===== config.mk =====
export PLATFORM = sky130hd
export DESIGN_NAME = dsm_feeder
export DESIGN_NICKNAME = d
export VERILOG_FILES = /design/src/rtl/dsm_feeder.sv
export SDC_FILE = /design/constraint.sdc
export NUM_CORES = 1
export LEC_CHECK = 0
export CAP_MARGIN = 25
export CORE_ASPECT_RATIO = 0.5
export CORE_MARGIN = 2
export CORE_UTILIZATION = 56
export CTS_BUF_LIST = sky130_fd_sc_hd__clkbuf_16
export DETAILED_ROUTE_END_ITERATION = 10
export PLACE_DENSITY_LB_ADDON = 0.08
export SYNTH_ARGS = -nofsm -noshare
export SYNTH_HDL_FRONTEND = slang
export SYNTH_SLANG_ARGS = --single-unit

===== constraint.sdc =====
create_clock -name clk -period 2.5 [get_ports clk]
set_input_delay 0.375 -clock clk [delete_from_list [all_inputs] [get_ports clk]]
set_output_delay 0.375 -clock clk [all_outputs]
set_load 0.005 [all_outputs]

===== src/rtl/dsm_feeder.sv =====
// Sample scheduler for the delta-sigma modulator: buffers clamped PCM in a small FIFO
// and releases one sample every OSR modulator clocks, decaying toward zero when starved.
module dsm_feeder #(
    parameter int OSR        = 64,
    parameter int FIFO_DEPTH = 4,
    parameter int PRIME_LVL  = FIFO_DEPTH / 2
) (
    input  logic                          clk,
    input  logic                          rst,
    input  logic                          enable,
    input  logic [15:0]                   in_pcm,
    input  logic                          in_valid,
    output logic                          in_ready,
    output logic [15:0]                   pcm_out,
    output logic                          sample_tick,
    output logic                          running,
    output logic [$clog2(FIFO_DEPTH):0]   fifo_level,
    output logic [15:0]                   underrun_cnt
);

    localparam int AW = $clog2(FIFO_DEPTH);
    localparam int LW = AW + 1;
    localparam int CW = $clog2(OSR);

    typedef enum logic [1:0] {IDLE, PRIME, RUN, STARVE} state_t;

    state_t                state, state_next;
    logic signed [15:0]    mem [FIFO_DEPTH];
    logic [AW-1:0]         wr_ptr, rd_ptr;
    logic [LW-1:0]         level;
    logic [CW-1:0]         cnt;
    logic signed [15:0]    pcm_r;
    logic [15:0]           under_r;
    logic signed [15:0]    in_s, clamped;
    logic                  push, pop, decay, flush, tick;

    // Valid/ready: a sample transfers on a rising edge where in_valid && in_ready;
    // in_ready depends only on registered state, never on in_valid.
    assign in_ready     = (state != IDLE) && (level != LW'(FIFO_DEPTH));
    assign tick         = (cnt == CW'(OSR - 1)) && ((state == RUN) || (state == STARVE));
    assign sample_tick  = tick;
    assign running      = (state == RUN);
    assign fifo_level   = level;
    assign pcm_out      = pcm_r;
    assign underrun_cnt = under_r;

    // The modulator only uses pcm[13:0], so saturate to the 14-bit signed range.
    assign in_s = $signed(in_pcm);
    always_comb begin
        clamped = in_s;
        if (in_s > 16'sh1FFF)
            clamped = 16'sh1FFF;
        else if (in_s < -16'sh2000)
            clamped = -16'sh2000;
    end

    always_comb begin
        state_next = state;
        pop        = 1'b0;
        decay      = 1'b0;
        flush      = 1'b0;
        if (state != IDLE && !enable) begin
            flush      = 1'b1;
            state_next = IDLE;
        end else begin
            case (state)
                IDLE:  if (enable) state_next = PRIME;
                PRIME: if (level >= LW'(PRIME_LVL)) begin
                    pop        = 1'b1;
                    state_next = RUN;
                end
                RUN: if (tick) begin
                    if (level != '0) begin
                        pop = 1'b1;
                    end else begin
                        decay      = 1'b1;
                        state_next = STARVE;
                    end
                end
                STARVE: if (tick) begin
                    if (level >= LW'(PRIME_LVL)) begin
                        pop        = 1'b1;
                        state_next = RUN;
                    end else begin
                        decay = 1'b1;
                    end
                end
                default: state_next = IDLE;
            endcase
        end
    end

    // A push offered on the flush edge is dropped.
    assign push = in_valid && in_ready && !flush;

    always_ff @(posedge clk or posedge rst) begin
        if (rst)
            state <= IDLE;
        else
            state <= state_next;
    end

    always_ff @(posedge clk) begin
        if (push)
            mem[wr_ptr] <= clamped;
    end

    always_ff @(posedge clk or posedge rst) begin
        if (rst) begin
            wr_ptr <= '0;
            rd_ptr <= '0;
            level  <= '0;
        end else if (flush) begin
            wr_ptr <= '0;
            rd_ptr <= '0;
            level  <= '0;
        end else begin
            if (push)
                wr_ptr <= wr_ptr + AW'(1);
            if (pop)
                rd_ptr <= rd_ptr + AW'(1);
            if (push && !pop)
                level <= level + LW'(1);
            else if (!push && pop)
                level <= level - LW'(1);
        end
    end

    always_ff @(posedge clk or posedge rst) begin
        if (rst)
            pcm_r <= '0;
        else if (flush || state == IDLE)
            pcm_r <= '0;
        else if (pop)
            pcm_r <= mem[rd_ptr];
        else if (decay)
            pcm_r <= pcm_r >>> 1;
    end

    // Period counter keeps running through STARVE so resumed output stays phase-aligned.
    always_ff @(posedge clk or posedge rst) begin
        if (rst)
            cnt <= '0;
        else if (flush || state == IDLE || state == PRIME)
            cnt <= '0;
        else if (cnt == CW'(OSR - 1))
            cnt <= '0;
        else
            cnt <= cnt + CW'(1);
    end

    always_ff @(posedge clk or posedge rst) begin
        if (rst)
            under_r <= '0;
        else if (decay && under_r != 16'hFFFF)
            under_r <= under_r + 16'd1;
    end

endmodule


==> flow_summary.toml, run 1 <==
[status]
outcome = "finished clean"

[place]
pre_cts_slack_ns = 0.211
portBuffers = 57
dp_hpwl_um = 6550
gp_congestion = 0.783
place_area_um2 = 5690

[logic_synthesis]
synth_top_area_frac = 0.390
synthAdderAreaFrac = 0.0219
netlist_area_um2 = 4920
yosysWarnings = 0
synth_top_family_by_area = "multiplexers"
synth_xor_area_frac = 0.0356
synth_mux_area_frac = 0.116
synth_compound_area_frac = 0.0724
ys_seq_elements = 111
synth_top_area_cell = "edfxtp_1"
ys_types = 48
seq_area_frac_synth = 0.629
ys_async_sr_fraction = 0.423
ys_top_cells_by_area = "edfxtp_1 (39%), dfrtp_1 (24%), mux4_2 (7.3%)"
synthCells = 344
synth-edff-count = 64
yosys.area_share.simple = 0.0915
ys.flop_type = "edfxtp_1"
synthesis.nets = 372
syn-mean-instance-area_um2 = 14.3

[setup_path]
rr_worst_depth = 8
required_ns = 2.12
cpPeakStageDelay_ns = 0.54
path_delay_family = "buffers and inverters"
critPathBufInv = 1
cp_slowest_cell = "clkdlybuf4s50_1"
endpoint_kind = "output pin"
critPathArrivalTime_ns = 1.90
reg2reg_from = "cnt[0]"
crit_path_start_kind = "flip-flop"
path_cells = "ha_1, nand4_4, nor2_1, clkdlybuf4s50_1"
crit_type = "flip-flop to output pin"
ff2ff_setup_slack_ns = 0.22
crit_fanout = 4
r2r_end = "fifo_level[2]"

[clocking]
postCtsSetupBuffers = 0
cts-htree-levels = 3
holdBufCountCts = 0
cts_tree = "done"
clk-insertion-delay-late_ns = 0.35
cts_root_buffer = "clkbuf_16"
cts_buffers = 9
cts_resized = 0
clk_pin_slew_ns = 0.08
clock_sinks = 111
cts_buffer_depth = 2

[floorplanning]
num_io_pins = 58
dieArea_um2 = 9600
start_util = 0.571
rows = 24
die_w_um = 137
fp.dieH_um = 70.3
fp.coreArea_um2 = 8620

[cells_and_area]
seq_area_um2 = 3100
nFillCells = 592
design_area_um2 = 5990
fin_nets = 439
layout-drive-gt1-share = 0.137
area_growth_pct = 21.7
multiInputGateArea_um2 = 1660
antenna_cells = 0
utilization = 0.695

[sta]
setup_viol = 0
skew_ns = 0.00915
timing.fmax_mhz = 439
fin_setup_tns_ns = 0
timing.final.crit_period_ns = 2.28
fin_ws_ns = 0.220
rsz0062_at_grt = "false"
drv_slew = 0
worst_pin_slew_ns = 0.516
maxSlewHeadroom = 0.656
holdWs_ns = 0.373
fin_crit_sh = 0.912
hold_viol = 0

[power_and_ir_drop]
p_leak_nw = 2.36
peakVddDrop_mv = 0.563
pwr_density_cell_nw_per_um2 = 787

[global_route]
gr-total-overflow = 0
grt_max_degree = 25
antenna_found_initial = 0
grt_pass1_vias = 3063
grt_pass1_wl_um = 15600
grt.total_usage = 0.218

[routing]
route.vias.total = 3007
drtPass1Iterations = 4
ant_nets = 0
vias_per_cell = 5.64
route.detailed.wl_per_inst_um = 18.0
drc_errors = 0
drt_wl_total_um = 9580
drtIter0Drc = 153

[hold_path]
hold_path_class = "primary input to async pin"

[job]
cap_viol_max_count = 0
[metal layers]
metal | GRT usage | routed length, um | vias up
met5 | 0 | 0 | -
met4 | 0.0556 | 65 | 0
met3 | 0.0603 | 471 | 10
met2 | 0.351 | 4680 | 76
met1 | 0.296 | 4360 | 1508
li1 | - | - | 1413
[metrics by stage]
stage / cells / power [mW]
final: 533 / 4.71
after global routing: 533 / 4.93
after CTS: 533 / 4.75
after detailed placement: 517 / 3.34
after global placement: 516 / 3.30
after floorplan: 344 / 2.96
[how the worst max path moves through the flow]
stage,start,endpoint,depth (start not counted)
2_1_floorplan,fifo_level[0],fifo_level[2],8
3_3_place_gp,enable,fifo_level[2],7
3_5_place_dp,enable,fifo_level[2],7
4_1_cts,cnt[0],sample_tick,4
5_1_grt,cnt[0],sample_tick,4
6_report,cnt[0],sample_tick,4
[flip-flops by register name, summed over array words and instances (netlist names)]
name	flops
rd_ptr	2
mem	64
underrun_cnt	16
fifo_level	3
cnt	6
state	2
pcm_out	16
wr_ptr	2
[worst register-to-register path, cell delays in order, from the launching register on]
cell and delay [ns]:
dfrtp_1 0.38, ha_1 0.27, nand4_4 0.16, a211oi_4 0.32
nor3_1 0.10, fa_1 0.40, nand3b_1 0.16, mux2i_1 0.19
mux2i_1 0.23
[layout by cell type (no fill, tap or decap), drive strengths merged, types with 8 or more instances in the layout]
master         count
nand3             11
clkbuf             9
mux2i             20
dfrtp             47
xnor2             17
o2bb2ai           15
inv               25
mux4              16
and3               8
buf               15
nand2             19
nor2              16
o21ai             20
edfxtp            64
clkdlybuf4s50     57
[final cells by class]
cell class / instances / share of cell area
clock buffers: 9 / 0.0376
well taps: 117 / 0.0244
inverters: 21 / 0.0132
flip-flops and latches: 111 / 0.517
repair buffers: 72 / 0.118
clock inverters: 7 / 0.0121
multi-input cells: 196 / 0.277
[kinds of logic after synthesis]
group,after synthesis
xor+xnor,20
compound gates,50
fa+ha+maj,8
flops,111
simple gates,81
mux,37
buf+inv,37
[where the power goes]
part / leakage, nW / total, mW / internal (mW) / switching [mW]
clock: 0.149 / 1.42 / 0.710 / 0.713
sequential: 1.23 / 2.19 / 2.07 / 0.117
combinational: 0.987 / 1.10 / 0.542 / 0.557
[Yosys cell counts, types with 2 or more instances]
cell type,instances
nor3b_1,2
o211ai_1,2
and2_1,2
edfxtp_1,64
mux4_2,16
xnor2_1,17
nor2_1,14
inv_1,21
clkbuf_1,6
o21ai_0,17
and3_1,8
dfrtp_1,47
nand2_1,19
and4_1,2
buf_2,4
o21a_1,2
nor4_1,3
nor2_2,2
nand4_1,6
a21oi_1,3
o2bb2ai_1,15
o211a_1,2
mux2i_1,20
buf_4,3
nor2b_1,3
ha_1,7
or2_2,2
o21ai_1,3
nand3_1,11
xor2_1,3
No activity file was read; power rests on OpenSTA's default activity.
==> run 2: changes to the inputs <==
--- a/config.mk
+++ b/config.mk
@@ -7,7 +7,7 @@
 export LEC_CHECK = 0
 export CAP_MARGIN = 25
 export CORE_ASPECT_RATIO = 0.5
-export CORE_MARGIN = 2
+export CORE_MARGIN = 3
 export CORE_UTILIZATION = 56
 export CTS_BUF_LIST = sky130_fd_sc_hd__clkbuf_16
 export DETAILED_ROUTE_END_ITERATION = 10
==> constraint.sdc (replaced) <==
create_clock -name clk -period 2.45 [get_ports clk]
set_input_delay 0.3675 -clock clk [delete_from_list [all_inputs] [get_ports clk]]
set_output_delay 0.3675 -clock clk [all_outputs]
set_load 0.005 [all_outputs]
==> flow_summary.toml, run 2 (synthesis results as in run 1) <==
[global_route]
gr-usage-met1 = 0.291
grt_pass1_wl_um = 16500
grt-busiest-layer = "met2"
grt_max_degree = 48
gr-usage-met2 = 0.361
antenna_found_initial = 0
grt.total_usage = 0.216
grt_pass1_vias = 3176
gr-usage-met3 = 0.0553
gr-total-overflow = 0

[cells_and_area]
top_register = "mem"
layout-drive-gt1-share = 0.139
nFillCells = 531
final_common_cell = "edfxtp_1"
largest_reg_flops = 64
antenna_cells = 0
area_growth_pct = 21.7
mostFrequentLayoutCells = "edfxtp_1 (64), clkdlybuf4s50_1 (57), dfrtp_1 (47)"
fin_nets = 440
layout.cells.non_filler = 529

[floorplanning]
die_w_um = 139
num_io_pins = 58
start_util = 0.596
rows = 23
fp.dieH_um = 72.3
fp.coreArea_um2 = 8260
dieArea_um2 = 10000

[power_and_ir_drop]
pwr_density_cell_nw_per_um2 = 809
internal_power_mw = 3.48
p_leak_nw = 2.36
p_switching_mw = 1.36
pwr-share-seq = 0.459
combPwrFrac = 0.237
p_clk_frac = 0.304
swShare = 0.281
peakVddDrop_mv = 0.490

[sta]
worst_pin_slew_ns = 0.589
timing.fmax_mhz = 432
skew_ns = 0.00649
timing.final.crit_period_ns = 2.31
fin_setup_tns_ns = 0
rsz0062_at_grt = "false"
fin_crit_sh = 0.944
maxSlewHeadroom = 0.607
drv_slew = 0
hold_viol = 0
holdWs_ns = 0.481
setup_viol = 0

[routing]
drt_wl_total_um = 9800
drtPass1Iterations = 4
route.vias.total = 2968
ant_nets = 0
route.detailed.wl_per_inst_um = 18.5
drtIter0Drc = 171
drc_errors = 0
vias_per_cell = 5.61

[clocking]
cts_buffers = 9
cts_buffer_depth = 2
clk_pin_slew_ns = 0.07
cts_tree = "done"
cts-htree-levels = 3
clk-insertion-delay-late_ns = 0.34
clock_sinks = 111
cts_root_buffer = "clkbuf_16"

[setup_path]
required_ns = 2.71
r2r_end = "fifo_level[2]"
crit_type = "flip-flop to flip-flop"
endpoint_kind = "flip-flop"
crit_path_start_kind = "flip-flop"
rr_worst_depth = 8
reg2reg_from = "cnt[0]"
crit_fanout = 4
crit_end = "fifo_level[2]"
startpoint = "cnt[0]"
critPathArrivalTime_ns = 2.58
ff2ff_setup_slack_ns = 0.14

[place]
dp.cells = 511
dp_hpwl_um = 6660
portBuffers = 57
gp_congestion = 0.881

[status]
outcome = "finished clean"

[job]
cap_viol_max_count = 0

[hold_path]
hold_path_depth = 1
hold_path_class = "flip-flop to flip-flop"
[run 2: area by class of cell]
class / instances / area [um2] / share of cell area
Clock buffer: 9 / 225 / 0.0376
Multi-Input combinational cell: 196 / 1660 / 0.278
Inverter: 21 / 78.8 / 0.0132
Sequential cell: 111 / 3100 / 0.517
Tap cell: 112 / 140 / 0.0234
Clock inverter: 7 / 81.3 / 0.0136
Timing Repair Buffer: 73 / 703 / 0.117
[run 2: power groups by stage]
stage	clock [mW]	combinational [mW]	sequential, mW
floorplan	0	0.791	2.23
finish	1.47	1.15	2.23
global route	1.59	1.26	2.24
global placement	0	1.10	2.26
CTS	1.51	1.15	2.23
detailed placement	0	1.14	2.26
[run 2: what timing repair did]
| item | 4_1_cts | 5_1_grt |
|---|---|---|
| resized for setup | 0 | 1 |
| setup endpoints to repair | 0 | 1 |
| buffers inserted | 0 | 0 |
| hold buffers | 0 | 0 |
[run 2: metrics by stage]
step	instance area (um2)	utilization	setup WS [ns]	power [mW]
finish	5990	0.725	0.137	4.85
global route	5990	0.725	0.00928	5.09
CTS	5970	0.723	0.128	4.88
detailed placement	5670	0.686	0.172	3.40
global placement	5670	0.686	0.217	3.36
floorplan	4920	-	0.340	3.02
[run 2: worst min-delay path by stage]
stage / startpoint / end
after floorplan: cnt[0] / cnt[0]
after global placement: cnt[0] / cnt[0]
after detailed placement: cnt[0] / cnt[0]
after CTS: cnt[0] / cnt[0]
after global routing: cnt[0] / cnt[0]
final: cnt[0] / cnt[0]
[run 2: per-layer routing]
| layer | routed length [um] | vias up |
|---|---|---|
| met1 | 4350 | 1464 |
| li1 | - | 1409 |
| met5 | 0 | - |
| met2 | 4800 | 89 |
| met3 | 565 | 6 |
| met4 | 83 | 0 |
[run 2: worst max-delay path, cell delays in order, from the launching register on]
cell,delay (ns)
dfrtp_1,0.38
ha_2,0.25
nand4_4,0.15
a211oi_4,0.33
nor3_1,0.11
fa_1,0.41
nand3b_1,0.18
mux2i_1,0.21
mux2i_1,0.21
==> run 3: changes to the inputs <==
--- a/config.mk
+++ b/config.mk
@@ -11,6 +11,7 @@
 export CORE_UTILIZATION = 56
 export CTS_BUF_LIST = sky130_fd_sc_hd__clkbuf_16
 export DETAILED_ROUTE_END_ITERATION = 10
+export MAX_ROUTING_LAYER = met4
 export PLACE_DENSITY_LB_ADDON = 0.08
 export SYNTH_ARGS = -nofsm -noshare
 export SYNTH_HDL_FRONTEND = slang
==> flow_summary.toml, run 3 (synthesis results as in run 1) <==
[status]
outcome = "finished clean"

[setup_path]
crit_type = "flip-flop to flip-flop"
endpoint_kind = "flip-flop"
required_ns = 2.72
crit_fanout = 4
critPathArrivalTime_ns = 2.63
crit_path_start_kind = "flip-flop"

[place]
gp_congestion = 0.858
pre_cts_slack_ns = 0.145
dp_hpwl_um = 6810
portBuffers = 57
dp.cells = 512

[clocking]
cts-htree-levels = 3
cts_tree = "done"
clk_pin_slew_ns = 0.07
cts_root_buffer = "clkbuf_16"
clk-insertion-delay-late_ns = 0.35
holdBufCountCts = 0
cts_buffers = 9
cts_buffer_depth = 2
postCtsSetupBuffers = 0
clock_sinks = 111
cts_resized = 0

[floorplanning]
start_util = 0.596
fp.dieH_um = 72.3
fp.coreArea_um2 = 8260
dieArea_um2 = 10000
num_io_pins = 58
die_w_um = 139
rows = 23

[cells_and_area]
layout.cells.non_filler = 530
multiInputGateArea_um2 = 1660
seq_area_um2 = 3100
top_register = "mem"
fin_nets = 441
mostFrequentLayoutCells = "edfxtp_1 (64), clkdlybuf4s50_1 (57), dfrtp_1 (47)"
antenna_cells = 0
largest_reg_flops = 64
nFillCells = 549
final_common_cell = "edfxtp_1"
area_growth_pct = 22.2
utilization = 0.728
layout-drive-gt1-share = 0.141

[routing]
drc_errors = 0
drt_wl_total_um = 10000
route.detailed.wl_per_inst_um = 18.9
drtIter0Drc = 186
drtPass1Iterations = 4
ant_nets = 0
route.vias.total = 3033
vias_per_cell = 5.72

[sta]
fin_ws_ns = 0.0939
fin_crit_sh = 0.962
maxSlewHeadroom = 0.594
drv_slew = 0
timing.final.crit_period_ns = 2.36
timing.fmax_mhz = 424
setup_viol = 0
worst_pin_slew_ns = 0.607
fin_setup_tns_ns = 0
rsz0062_at_grt = "false"
hold_viol = 0
holdWs_ns = 0.334
skew_ns = 0.00740

[global_route]
grt_pass1_vias = 3129
gr-total-overflow = 0
grt.total_usage = 0.221
grt_pass1_wl_um = 16500
antenna_found_initial = 0
grt_max_degree = 23

[power_and_ir_drop]
pwr_density_cell_nw_per_um2 = 822
peakVddDrop_mv = 0.470
p_leak_nw = 2.38

[job]
cap_viol_max_count = 0

[hold_path]
hold_path_class = "primary input to async pin"
-- run 3: changes by cell type in the layout (fill, tap and decap cells not counted), sizes merged --
cell,change
inv,+1
clkinvlp,-1
buf,+1
-- run 3: metal layers --
metal | global-route usage | wire length [um] | vias up | share of wire
met1 | 0.302 | 4560 | 1501 | 0.45
li1 | - | - | 1420 | -
met3 | 0.0434 | 586 | 14 | 0.058
met4 | 0.0756 | 141 | 0 | 0.014
met5 | - | 0 | - | 0
met2 | 0.342 | 4750 | 98 | 0.47
-- run 3: path summary, 6_finish.rpt --
kind                       startpoint                to  slack, ns  cells past startpoint
min in group clk               cnt[0]            cnt[0]       0.47                      1
hold reg to reg                cnt[0]            cnt[0]       0.47                      1
setup / recovery               cnt[0]     fifo_level[2]       0.09                      8
hold / removal                    rst  underrun_cnt[15]       0.33                      2
setup reg to reg               cnt[0]     fifo_level[2]       0.09                      8
max in group asynchronous         rst        pcm_out[7]       1.55                      3
-- run 3: stage by stage --
stage          cell area (um2)  total power [mW]
6_report                  6010              4.94
5_1_grt                   6010              5.17
3_5_place_dp              5670              3.42
4_1_cts                   6000              4.98
2_1_floorplan             4920              3.02
3_3_place_gp              5670              3.37
-- run 3: worst max-delay path: stages (launching register included) --
cell and delay [ns]:
dfrtp_1 0.37, ha_1 0.28, nand4_4 0.17, a211oi_4 0.28, nor3_1 0.12, fa_1 0.40, nand3b_1 0.17, mux2i_1 0.27
mux2i_1 0.22
-- run 3: area by class of cell --
type / count / area share
multi-input cells: 196 / 0.276
clock buffers: 9 / 0.0374
inverters: 21 / 0.0131
repair buffers: 74 / 0.118
clock inverters: 7 / 0.0166
flip-flops and latches: 111 / 0.515
well taps: 112 / 0.0233
-- run 3: power breakdown --
part | internal [mW] | switching (mW) | total, mW
Sequential | 2.12 | 0.106 | 2.22
Clock | 0.835 | 0.723 | 1.56
Combinational | 0.558 | 0.602 | 1.16
Total | 3.51 | 1.43 | 4.94
